$ cat src/rtl/lfsr_arb_pkg.sv
// lfsr_arb_pkg: shared FSM state type and LFSR constants for the LFSR arbiter
// Contents: state_t (IDLE, GRANT, SEED), LFSR_W word width, TAP_HI/TAP_LO
// feedback taps, LOCKUP pattern of the XNOR LFSR.
package lfsr_arb_pkg;
    typedef enum logic [1:0] {IDLE, GRANT, SEED} state_t;
    localparam int LFSR_W = 10;
    localparam int TAP_HI = 9;
    localparam int TAP_LO = 6;
    localparam logic [LFSR_W-1:0] LOCKUP = 10'h3FF;
endpackage

$ cat src/rtl/lfsr10_core.sv
// lfsr10_core: XNOR LFSR with step enable, synchronous load, async reset
// Ports: i_clk clock, i_reset async active-high reset (clears to 0),
// i_step advance one state, i_load load i_seed (wins over i_step),
// i_seed load value, o_state current LFSR word.
module lfsr10_core
    import lfsr_arb_pkg::*;
#(
    parameter int W = LFSR_W
) (
    input  logic         i_clk,
    input  logic         i_reset,
    input  logic         i_step,
    input  logic         i_load,
    input  logic [W-1:0] i_seed,
    output logic [W-1:0] o_state
);
    logic [W-1:0] r_s;
    always_ff @(posedge i_clk or posedge i_reset)
        if (i_reset) r_s <= '0;
        else if (i_load) r_s <= i_seed;
        else if (i_step) r_s <= {r_s[W-2:0], ~(r_s[TAP_HI] ^ r_s[TAP_LO])};
    assign o_state = r_s;
endmodule

$ cat src/rtl/lfsr_arbiter.sv
// lfsr_arbiter: round-robin arbiter handing out LFSR words, one per grant
// Ports: i_clk clock, i_reset async active-high reset, i_req request levels,
// i_seed_load seed strobe, i_seed seed value, i_free_run step LFSR when idle,
// o_gnt registered one-hot grant, o_valid grant present, o_data LFSR word
// delivered with the grant (0 otherwise), o_busy FSM not in IDLE.
module lfsr_arbiter
    import lfsr_arb_pkg::*;
#(
    parameter int N_REQ = 4,
    parameter int W     = 10
) (
    input  logic             i_clk,
    input  logic             i_reset,
    input  logic [N_REQ-1:0] i_req,
    input  logic             i_seed_load,
    input  logic [W-1:0]     i_seed,
    input  logic             i_free_run,
    output logic [N_REQ-1:0] o_gnt,
    output logic             o_valid,
    output logic [W-1:0]     o_data,
    output logic             o_busy
);
    localparam int PW = $clog2(N_REQ);
    state_t           r_state;
    logic [PW-1:0]    r_ptr;
    logic [N_REQ-1:0] r_gnt;
    logic             r_valid;
    logic [W-1:0]     r_data;
    logic [W-1:0]     w_lfsr;
    logic [W-1:0]     w_seed;
    logic [PW-1:0]    w_idx;
    logic [PW-1:0]    w_cand;
    logic             w_load;
    logic             w_grant;
    logic             w_step;
    // SEED always lasts one cycle, so a strobe seen while in SEED is ignored
    assign w_load  = i_seed_load && r_state != SEED;
    assign w_grant = |i_req && !w_load;
    assign w_step  = w_grant || (i_free_run && !w_load);
    // all-ones is the XNOR lock-up state; substitute zero
    assign w_seed  = (i_seed == W'(LOCKUP)) ? '0 : i_seed;
    // scan offsets high to low so the nearest active requester at/after ptr wins
    always_comb begin
        w_idx  = '0;
        w_cand = '0;
        for (int i = N_REQ - 1; i >= 0; i--) begin
            w_cand = PW'((int'(r_ptr) + i) % N_REQ);
            if (i_req[w_cand]) w_idx = w_cand;
        end
    end
    lfsr10_core #(.W(W)) u_core (
        .i_clk   (i_clk),
        .i_reset (i_reset),
        .i_step  (w_step),
        .i_load  (w_load),
        .i_seed  (w_seed),
        .o_state (w_lfsr)
    );
    always_ff @(posedge i_clk or posedge i_reset)
        if (i_reset) begin
            r_state <= IDLE;
            r_ptr   <= '0;
            r_gnt   <= '0;
            r_valid <= 1'b0;
            r_data  <= '0;
        end else begin
            r_state <= w_load ? SEED : w_grant ? GRANT : IDLE;
            r_gnt   <= w_grant ? (N_REQ'(1) << w_idx) : '0;
            r_valid <= w_grant;
            r_data  <= w_grant ? w_lfsr : '0;
            if (w_grant) r_ptr <= (w_idx == PW'(N_REQ - 1)) ? '0 : w_idx + 1'b1;
        end
    assign o_gnt   = r_gnt;
    assign o_valid = r_valid;
    assign o_data  = r_data;
    assign o_busy  = (r_state != IDLE);
endmodule

$ cat config.mk
export PLATFORM = sky130hd
export DESIGN_NAME = lfsr_arbiter
export DESIGN_NICKNAME = d
export VERILOG_FILES = /design/src/rtl/lfsr_arb_pkg.sv /design/src/rtl/lfsr10_core.sv /design/src/rtl/lfsr_arbiter.sv
export SDC_FILE = /design/constraint.sdc
export NUM_CORES = 1
export LEC_CHECK = 0
export CAP_MARGIN = 20
export CORE_MARGIN = 5
export CORE_UTILIZATION = 45
export CTS_CLUSTER_SIZE = 20
export DETAILED_ROUTE_END_ITERATION = 7
export GPL_ROUTABILITY_DRIVEN = 0
export PLACE_DENSITY = 0.71
export SLEW_MARGIN = 40
export SYNTH_ARGS = -nofsm -noshare
export SYNTH_HDL_FRONTEND = slang
export SYNTH_HIERARCHICAL = 1
export SYNTH_SLANG_ARGS = --single-unit
$ cat constraint.sdc
create_clock -name i_clk -period 2.3 [get_ports i_clk]
set_clock_uncertainty 0.15 [all_clocks]
set_input_delay 0.69 -clock i_clk [delete_from_list [all_inputs] [get_ports i_clk]]
set_output_delay 0.69 -clock i_clk [all_outputs]
set_load 0.05 [all_outputs]
==> results by group, run 1 <==
Outcome
  – Status: completed

Global route
  – Global Route Usage Sum: about 13%
  – GR Layer Usage met2: 22.35%
  – Vias in the first global route: 921
  – Global-route wire length before repair: 4029 um
  – GR peak layer: met2
  – Number of antenna violations at the first check in global routing: 0
  – Routing usage on met1: between 10% and 20%
  – Met3 Use GR: 2.946%
  – Grt ovf: 0
  – Pin count of the biggest net entering global routing: 21

Logic synthesis
  – Largest area contributor in the netlist: dfrtp_1
  – Sequential area share after synthesis: between 50% and 60%
  – Post-Synthesis Cell Area: 0.001355 mm2
  – #FFs+latches synth: 28
  – Post-synth top area share: 51.71%
  – Synthesis Warnings: 6
  – Syn Inst Count: 119
  – Post-Syn Area per Cell: 11.39 um2
  – Ranking of synthesized cells by area: dfrtp_1 (52%), and2_2 (7.8%), mux2i_1 (6.6%)
  – Unique masters post-synth: 29
  – Syn Nets: about 140

Pwr
  – Clock share of power: 20.9%
  – Power share of the combinational group: 37.1%
  – Reg power frac: between 40% and 50%
  – Maximum VDD drop: 0.3181 mV
  – P_sw: roughly 0.00051 W
  – Leak: between 0.8 and 0.9 nW
  – Switching portion of total power: 33.39%
  – Cell internal pwr: 0.001009 W
  – PD cells: roughly 830 mW/mm2

Setup path
  – R2r startpoint: r_ptr[1]
  – CP cell instances: clkdlybuf4s50_1 > nand2_1 > and3_4 > a311oi_2 > buf_4 > inv_1 > ha_1 > and2_2
  – Setup crit start: i_req[3]
  – Max incr delay on CP: 0.54 ns
  – Max Fanout on Critical Path: 4
  – Nature of the critical path startpoint: primary input
  – Worst Path Arrival: 2.31 ns
  – Flop2flop setup slack: 0.42 ns
  – Critical Path RT: 2.38 ns
  – Crit. End Element: flip-flop
  – Crit Path Class: in -> reg
  – CP max stage cell: clkdlybuf4s50_1

Clock tree
  – Clk slew on worst S/H paths: 0.15 ns
  – Number of CTS-inserted buffers: 3
  – CTS tree: yes
  – Clock Latency Late Sink: ~0.32 ns
  – Clock Tree Root: clkbuf_4
  – Htree depth: 1
  – Max clock buf depth: 2
  – Total clock sinks: 28
  – Post-CTS Hold Buffers: 0

Final layout
  – Area delta synth->final: 33.98%
  – Final core occ: around three fifths
  – Area of the multi-input gates: 600.6 um2
  – Fillers: 240
  – Share of post-route cells with drive strength above 1: 33.94%
  – Nets: 188
  – Finished Layout Cells: 198
  – Register area: about 700 um2
  – Diode count: 0

Floorplanning
  – I/O Pins: 34
  – Core area: 0.002978 mm2
  – Die footprint: between 0.004 and 0.005 mm2
  – Die Span X: 64.88 um
  – Die H: 64.88 um
  – Starting Density: 45.50%
  – # rows: 20

Placement
  – PortBufs: 33
  – Place WS: -0.2838 ns
  – Placed insts: just under 200
  – DPL Wire Length: just under 2000 um

Timing
  – Unrepaired setup endpoints after global routing: false
  – Fin Setup TNS: 0 ns
  – Final Setup Violations: 0
  – Max-slew headroom: 67.30%
  – Hold Fails Final Rpt: 0
  – PnR worst setup slack: 0.07125 ns
  – Final Slew Violations: 0
  – Actual slew at the worst max-slew pin: 0.4925 ns
  – Min cycle time layout: 2.229 ns
  – Crit share post-route: 96.90%
  – Fmax: 0.4487 GHz
  – Final hold slack: 0.3928 ns

Job
  – Total of max-cap violations: 0

Route
  – DRT antenna net count: 0
  – Via count: 970
  – Final WL: 2454 um
  – Vias per Instance: roughly 4.9
  – Post-DR wirelength/cell: around 12 um
  – DRC: 0
  – DRT iter0 DRCs: between 60 and 70
  – DRT Pass-1 Iters: 4

Hold path
  – HP Start: u_core/o_state[3]
  – Min-delay worst type: reg -> reg
==> state kept, by name, summed over array words and instances (netlist names) <==
signal,flops
u_core/o_state,10
o_data,10
r_ptr,2
o_gnt,4
r_state,2
==> layout make-up <==
class | instances | area share, %
inverter | 5 | 1.034
tap | 33 | 2.274
timing repair buffer | 46 | 22.12
sequential | 28 | 38.59
clock inverter | 1 | 1.654
clock buffer | 3 | 1.241
multi-input combinational | 82 | 33.08
==> per-layer routing <==
metal / vias to the layer above / share of wire [%]
li1: 487 / -
met5: - / 0
met2: 26 / 53
met4: 0 / 1.1
met3: 2 / 4.9
met1: 455 / 41
==> layout by cell type, fill, tap and decap left out, types with 2 or more instances in the layout <==
master / synthesis / final
nor2b_1: 10 / 10
o21ai_0: 11 / 10
nand2_1: 11 / 11
nor2_1: 2 / 2
nand2b_1: 2 / 2
clkdlybuf4s50_1: 0 / 17
clkbuf_4: 0 / 3
buf_4: 0 / 27
ha_1: 4 / 4
and2_2: 14 / 14
inv_1: 5 / 5
dfrtp_1: 28 / 28
a21oi_1: 3 / 3
mux2_4: 2 / 2
mux2i_1: 9 / 9
nand4_1: 2 / 2
==> cells in the mapped netlist (all sizes together) <==
cell,number
a311oi,1
nand4,2
nor2b,10
nor3,1
mux2,3
nor4,1
dfrtp,28
and3,1
nand2b,3
ha,4
nand2,11
buf,3
o22ai,1
xnor2,1
and2,15
o22a,1
mux2i,9
a21oi,4
or2,1
o21ai,11
nor2,2
inv,5
clkbuf,1
==> cells by family after synthesis <==
logic type	after synthesis	share of synthesized area, %
xor+xnor	1	0.6465
simple gates	47	22.25
fa+ha+maj	4	3.694
flops	28	51.71
buf+inv	9	3.970
mux	12	9.696
compound gates	18	8.033
==> critical path: cells and delay by family <==
kind | cells | cell delay (ns)
compound gates | 1 | 0.28
buf+inv | 3 | 0.76
simple gates | 3 | 0.40
fa+ha+maj | 1 | 0.17
==> final timing paths <==
path                       cells past startpoint           endpoint
max                                            8           o_gnt[0]
min                                            1          o_data[3]
max reg2reg                                    7           o_gnt[0]
min reg2reg                                    1          o_data[3]
max in group asynchronous                      2  u_core/o_state[0]
min in group asynchronous                      2  u_core/o_state[9]
==> metrics by stage <==
| stage | total power [W] | instance area, um2 |
|---|---|---|
| 6_report | 0.001515 | 1815 |
| 2_1_floorplan | 0.001020 | 1355 |
| 3_5_place_dp | 0.001215 | 1764 |
| 5_1_grt | 0.001603 | 1815 |
| 4_1_cts | 0.001533 | 1815 |
| 3_3_place_gp | 0.001196 | 1764 |
==> power groups by stage <==
stage                     clock (W)  combinational (W)  sequential, W
after floorplan                   0           0.000240       0.000780
after global placement            0           0.000552       0.000644
after detailed placement          0           0.000566       0.000649
after CTS                  0.000326           0.000567       0.000639
after global routing       0.000351           0.000603       0.000649
final                      0.000316           0.000561       0.000638
==> what timing repair did <==
action / CTS / global route
resized for setup: 1 / 1
setup buffers: 0 / 0
endpoints found under the setup margin: 1 / 1
pin swaps: 0 / 0
gates cloned: 0 / 0
Note: power is estimated with default switching activity, not from simulation.
==> inputs of run 2 (changes only) <==
Settings changed: PLACE_DENSITY 0.71 to unset, PLACE_DENSITY_LB_ADDON set to 0.15.
==> run 2 against run 1 <==
Effect of this change:
- final cell count increased by 0.51%
- via count decreased by 2.3%
- setup slack better by 0.065 ns
- design area grew 0.48%
- critical path type unchanged
- critical endpoint is now r_ptr[1]
- largest power group unchanged
- highest routed layer unchanged
==> results by group, run 2 (synthesis results as in run 1) <==
Outcome
  – Status: completed (unchanged)

Route
  – DRT iter0 DRCs: 51 (was 62)
  – DRT Pass-1 Iters: 4 (unchanged)
  – Post-DR wirelength/cell: 12.26 um (was 12.39 um)
  – DRC: 0 (unchanged)
  – Final WL: 2440 um (was 2454 um)
  – Vias per Instance: 4.764 (was 4.899)
  – Via count: 948 (was 970)
  – DRT antenna net count: 0 (unchanged)

Pwr
  – Switching portion of total power: 33.01% (was 33.39%)
  – P_sw: 0.0004971 W (was 0.0005058 W)
  – Clock share of power: 20.6% (was 20.9%)
  – Maximum VDD drop: 0.2546 mV (was 0.3181 mV)
  – Reg power frac: 42.3% (was 42.1%)
  – Power share of the combinational group: 37.1% (about the same)
  – Cell internal pwr: 0.001009 W (about the same)
  – PD cells: 825.5 mW/mm2 (was 834.4 mW/mm2)
  – Final Power: 0.001506 W (was 0.001515 W)
  – Leak: 0.9026 nW (was 0.8903 nW)

Setup path
  – Crit. End Element: flip-flop (unchanged)
  – Critical path's top delay family: buffers and inverters (unchanged)
  – Flop2flop setup slack: 0.46 ns (was 0.42 ns)
  – Nature of the critical path startpoint: primary input (unchanged)
  – Buffers plus inverters on the worst setup path: 2 (was 3)
  – Max Fanout on Critical Path: 3 (was 4)
  – CP max stage cell: clkdlybuf4s50_1 (unchanged)
  – Max incr delay on CP: 0.44 ns (was 0.54 ns)
  – Critical Path RT: 2.37 ns (was 2.38 ns)
  – Crit Path Class: in -> reg (unchanged)
  – Worst Path Arrival: 2.24 ns (was 2.31 ns)
  – Reg2Reg Capture Point: r_ptr[1] (was o_gnt[0])
  – R2r startpoint: r_ptr[1] (unchanged)
  – CP cell instances: clkdlybuf4s50_1 > buf_4 > o21ai_0 > o22a_1 > ha_1 > mux2_4 (was clkdlybuf4s50_1 > nand2_1 > and3_4 > a311oi_2 > buf_4 > inv_1 > ha_1 > and2_2)
  – FF-to-FF path depth: 5 (was 7)

Floorplanning
  – I/O Pins: 34 (unchanged)
  – # rows: 20 (unchanged)
  – Core area: 0.002978 mm2 (unchanged)
  – Die Span X: 64.88 um (unchanged)
  – Starting Density: 45.50% (unchanged)
  – Die footprint: 0.004209 mm2 (unchanged)
  – Die H: 64.88 um (unchanged)

Global route
  – Routing usage on met1: 14.06% (was 14.05%)
  – Vias in the first global route: 1014 (was 921)
  – Global-route wire length before repair: 4312 um (was 4029 um)
  – Met3 Use GR: 2.600% (was 2.946%)
  – Grt ovf: 0 (unchanged)
  – GR Layer Usage met2: 24.52% (was 22.35%)
  – Pin count of the biggest net entering global routing: 21 (unchanged)
  – Global Route Usage Sum: 13.19% (was 12.52%)
  – GR peak layer: met2 (unchanged)
  – Number of antenna violations at the first check in global routing: 0 (unchanged)

Final layout
  – Diode count: 0 (unchanged)
  – Area of the multi-input gates: 600.6 um2 (unchanged)
  – Share of post-route cells with drive strength above 1: 34.94% (was 33.94%)
  – Commonest non-fill, non-tap cell in the layout: buf_4 (was dfrtp_1)
  – Fillers: 245 (was 240)
  – Area delta synth->final: 34.63% (was 33.98%)
  – Most frequent cells in the layout: buf_4 (29), dfrtp_1 (28), clkdlybuf4s50_1 (16) (was dfrtp_1 (28), buf_4 (27), clkdlybuf4s50_1 (17))
  – Finished Layout Cells: 199 (was 198)
  – Register area: 700.7 um2 (unchanged)
  – Final core occ: 61.26% (was 60.97%)
  – Nets: 189 (was 188)

Clock tree
  – Htree depth: 1 (unchanged)
  – CTS tree: yes (unchanged)
  – Total clock sinks: 28 (unchanged)
  – Clock Latency Late Sink: 0.32 ns (about the same)
  – Max clock buf depth: 2 (unchanged)
  – Clock Tree Root: clkbuf_4 (unchanged)
  – Post-cts gate resize count: 0 (was 1)
  – Number of CTS-inserted buffers: 3 (unchanged)
  – Setup bufs post-CTS: 0 (unchanged)
  – Post-CTS Hold Buffers: 0 (unchanged)
  – Clk slew on worst S/H paths: 0.14 ns (was 0.15 ns)

Timing
  – Crit share post-route: 94.09% (was 96.90%)
  – Actual slew at the worst max-slew pin: 0.3629 ns (was 0.4925 ns)
  – Final hold slack: 0.3869 ns (was 0.3928 ns)
  – Max-slew headroom: 75.78% (was 67.30%)
  – Final Setup Violations: 0 (unchanged)
  – Unrepaired setup endpoints after global routing: false (unchanged)
  – Hold Fails Final Rpt: 0 (unchanged)
  – Min cycle time layout: 2.164 ns (was 2.229 ns)
  – Final Slew Violations: 0 (unchanged)
  – Fmax: 0.4621 GHz (was 0.4487 GHz)

Hold path
  – Hold Crit Endpoint: o_data[5] (was o_data[3])
  – Min-delay worst type: reg -> reg (unchanged)
  – HP Start: u_core/o_state[5] (was u_core/o_state[3])
  – Hold depth: 1 (unchanged)

Placement
  – DPL Wire Length: 2013 um (was 1989 um)
  – PortBufs: 33 (unchanged)
  – Placed insts: 195 (was 194)

Job
  – Total of max-cap violations: 0 (unchanged)
-- run 2: cell count changes in the layout (fill, tap and decap cells not counted) --
cell	delta
buf_4	+2
clkdlybuf4s50_1	-1
dlygate4sd2_1	-1
dlymetal6s2s_1	+1
o21ai_0	+1
o21ai_1	-1
-- run 2: area by class of cell --
type | instances | area share [%]
clock buffer | 3 | 1.235
clock inverter | 1 | 1.646
inverter | 5 | 1.029
multi-input combinational | 82 | 32.92
sequential | 28 | 38.41
tap | 33 | 2.263
timing repair buffer | 47 | 22.50
-- run 2: worst max path at each step --
stage               startpoint                end  depth (start not counted)  slack [ns]
global route          i_req[1]           r_ptr[1]                          6        0.11
floorplan           r_state[0]  u_core/o_state[0]                          6        0.17
finish                i_req[1]           r_ptr[1]                          6        0.14
CTS                   i_req[3]           r_ptr[1]                          6        0.04
global placement      i_req[3]           o_gnt[0]                          8       -0.27
detailed placement    i_req[3]           o_gnt[2]                          8       -0.31
-- run 2: per-layer routing --
layer	vias to the layer above	share of wire [%]
met5	-	0
met4	0	1.5
met3	2	5.1
met2	27	52
met1	430	41
li1	489	-
-- run 2: stage by stage --
stage / worst slack [ns] / cell area [um2] / setup TNS (ns)
2_1_floorplan: 0.1744 / 1355 / 0
3_3_place_gp: -0.2710 / 1769 / -2.320
3_5_place_dp: -0.3149 / 1769 / -2.850
4_1_cts: 0.04292 / 1822 / 0
5_1_grt: 0.1121 / 1824 / 0
6_report: 0.1360 / 1824 / 0
-- run 2: power groups by stage --
stage,combinational [W],sequential (W),clock [W]
2_1_floorplan,0.000240,0.000780,0
3_3_place_gp,0.000547,0.000645,0
3_5_place_dp,0.000565,0.000648,0
4_1_cts,0.000566,0.000638,0.000319
5_1_grt,0.000600,0.000652,0.000343
6_report,0.000559,0.000637,0.000310
-- run 2: worst register-to-register path, delay by kind of cell (launching register included) --
family / cells / cell delay [ns]
muxes: 1 / 0.26
DFF: 1 / 0.46
and+or+nand+nor: 2 / 0.33
adders and majority gates: 1 / 0.28
AOI/OAI and AO/OA: 1 / 0.27
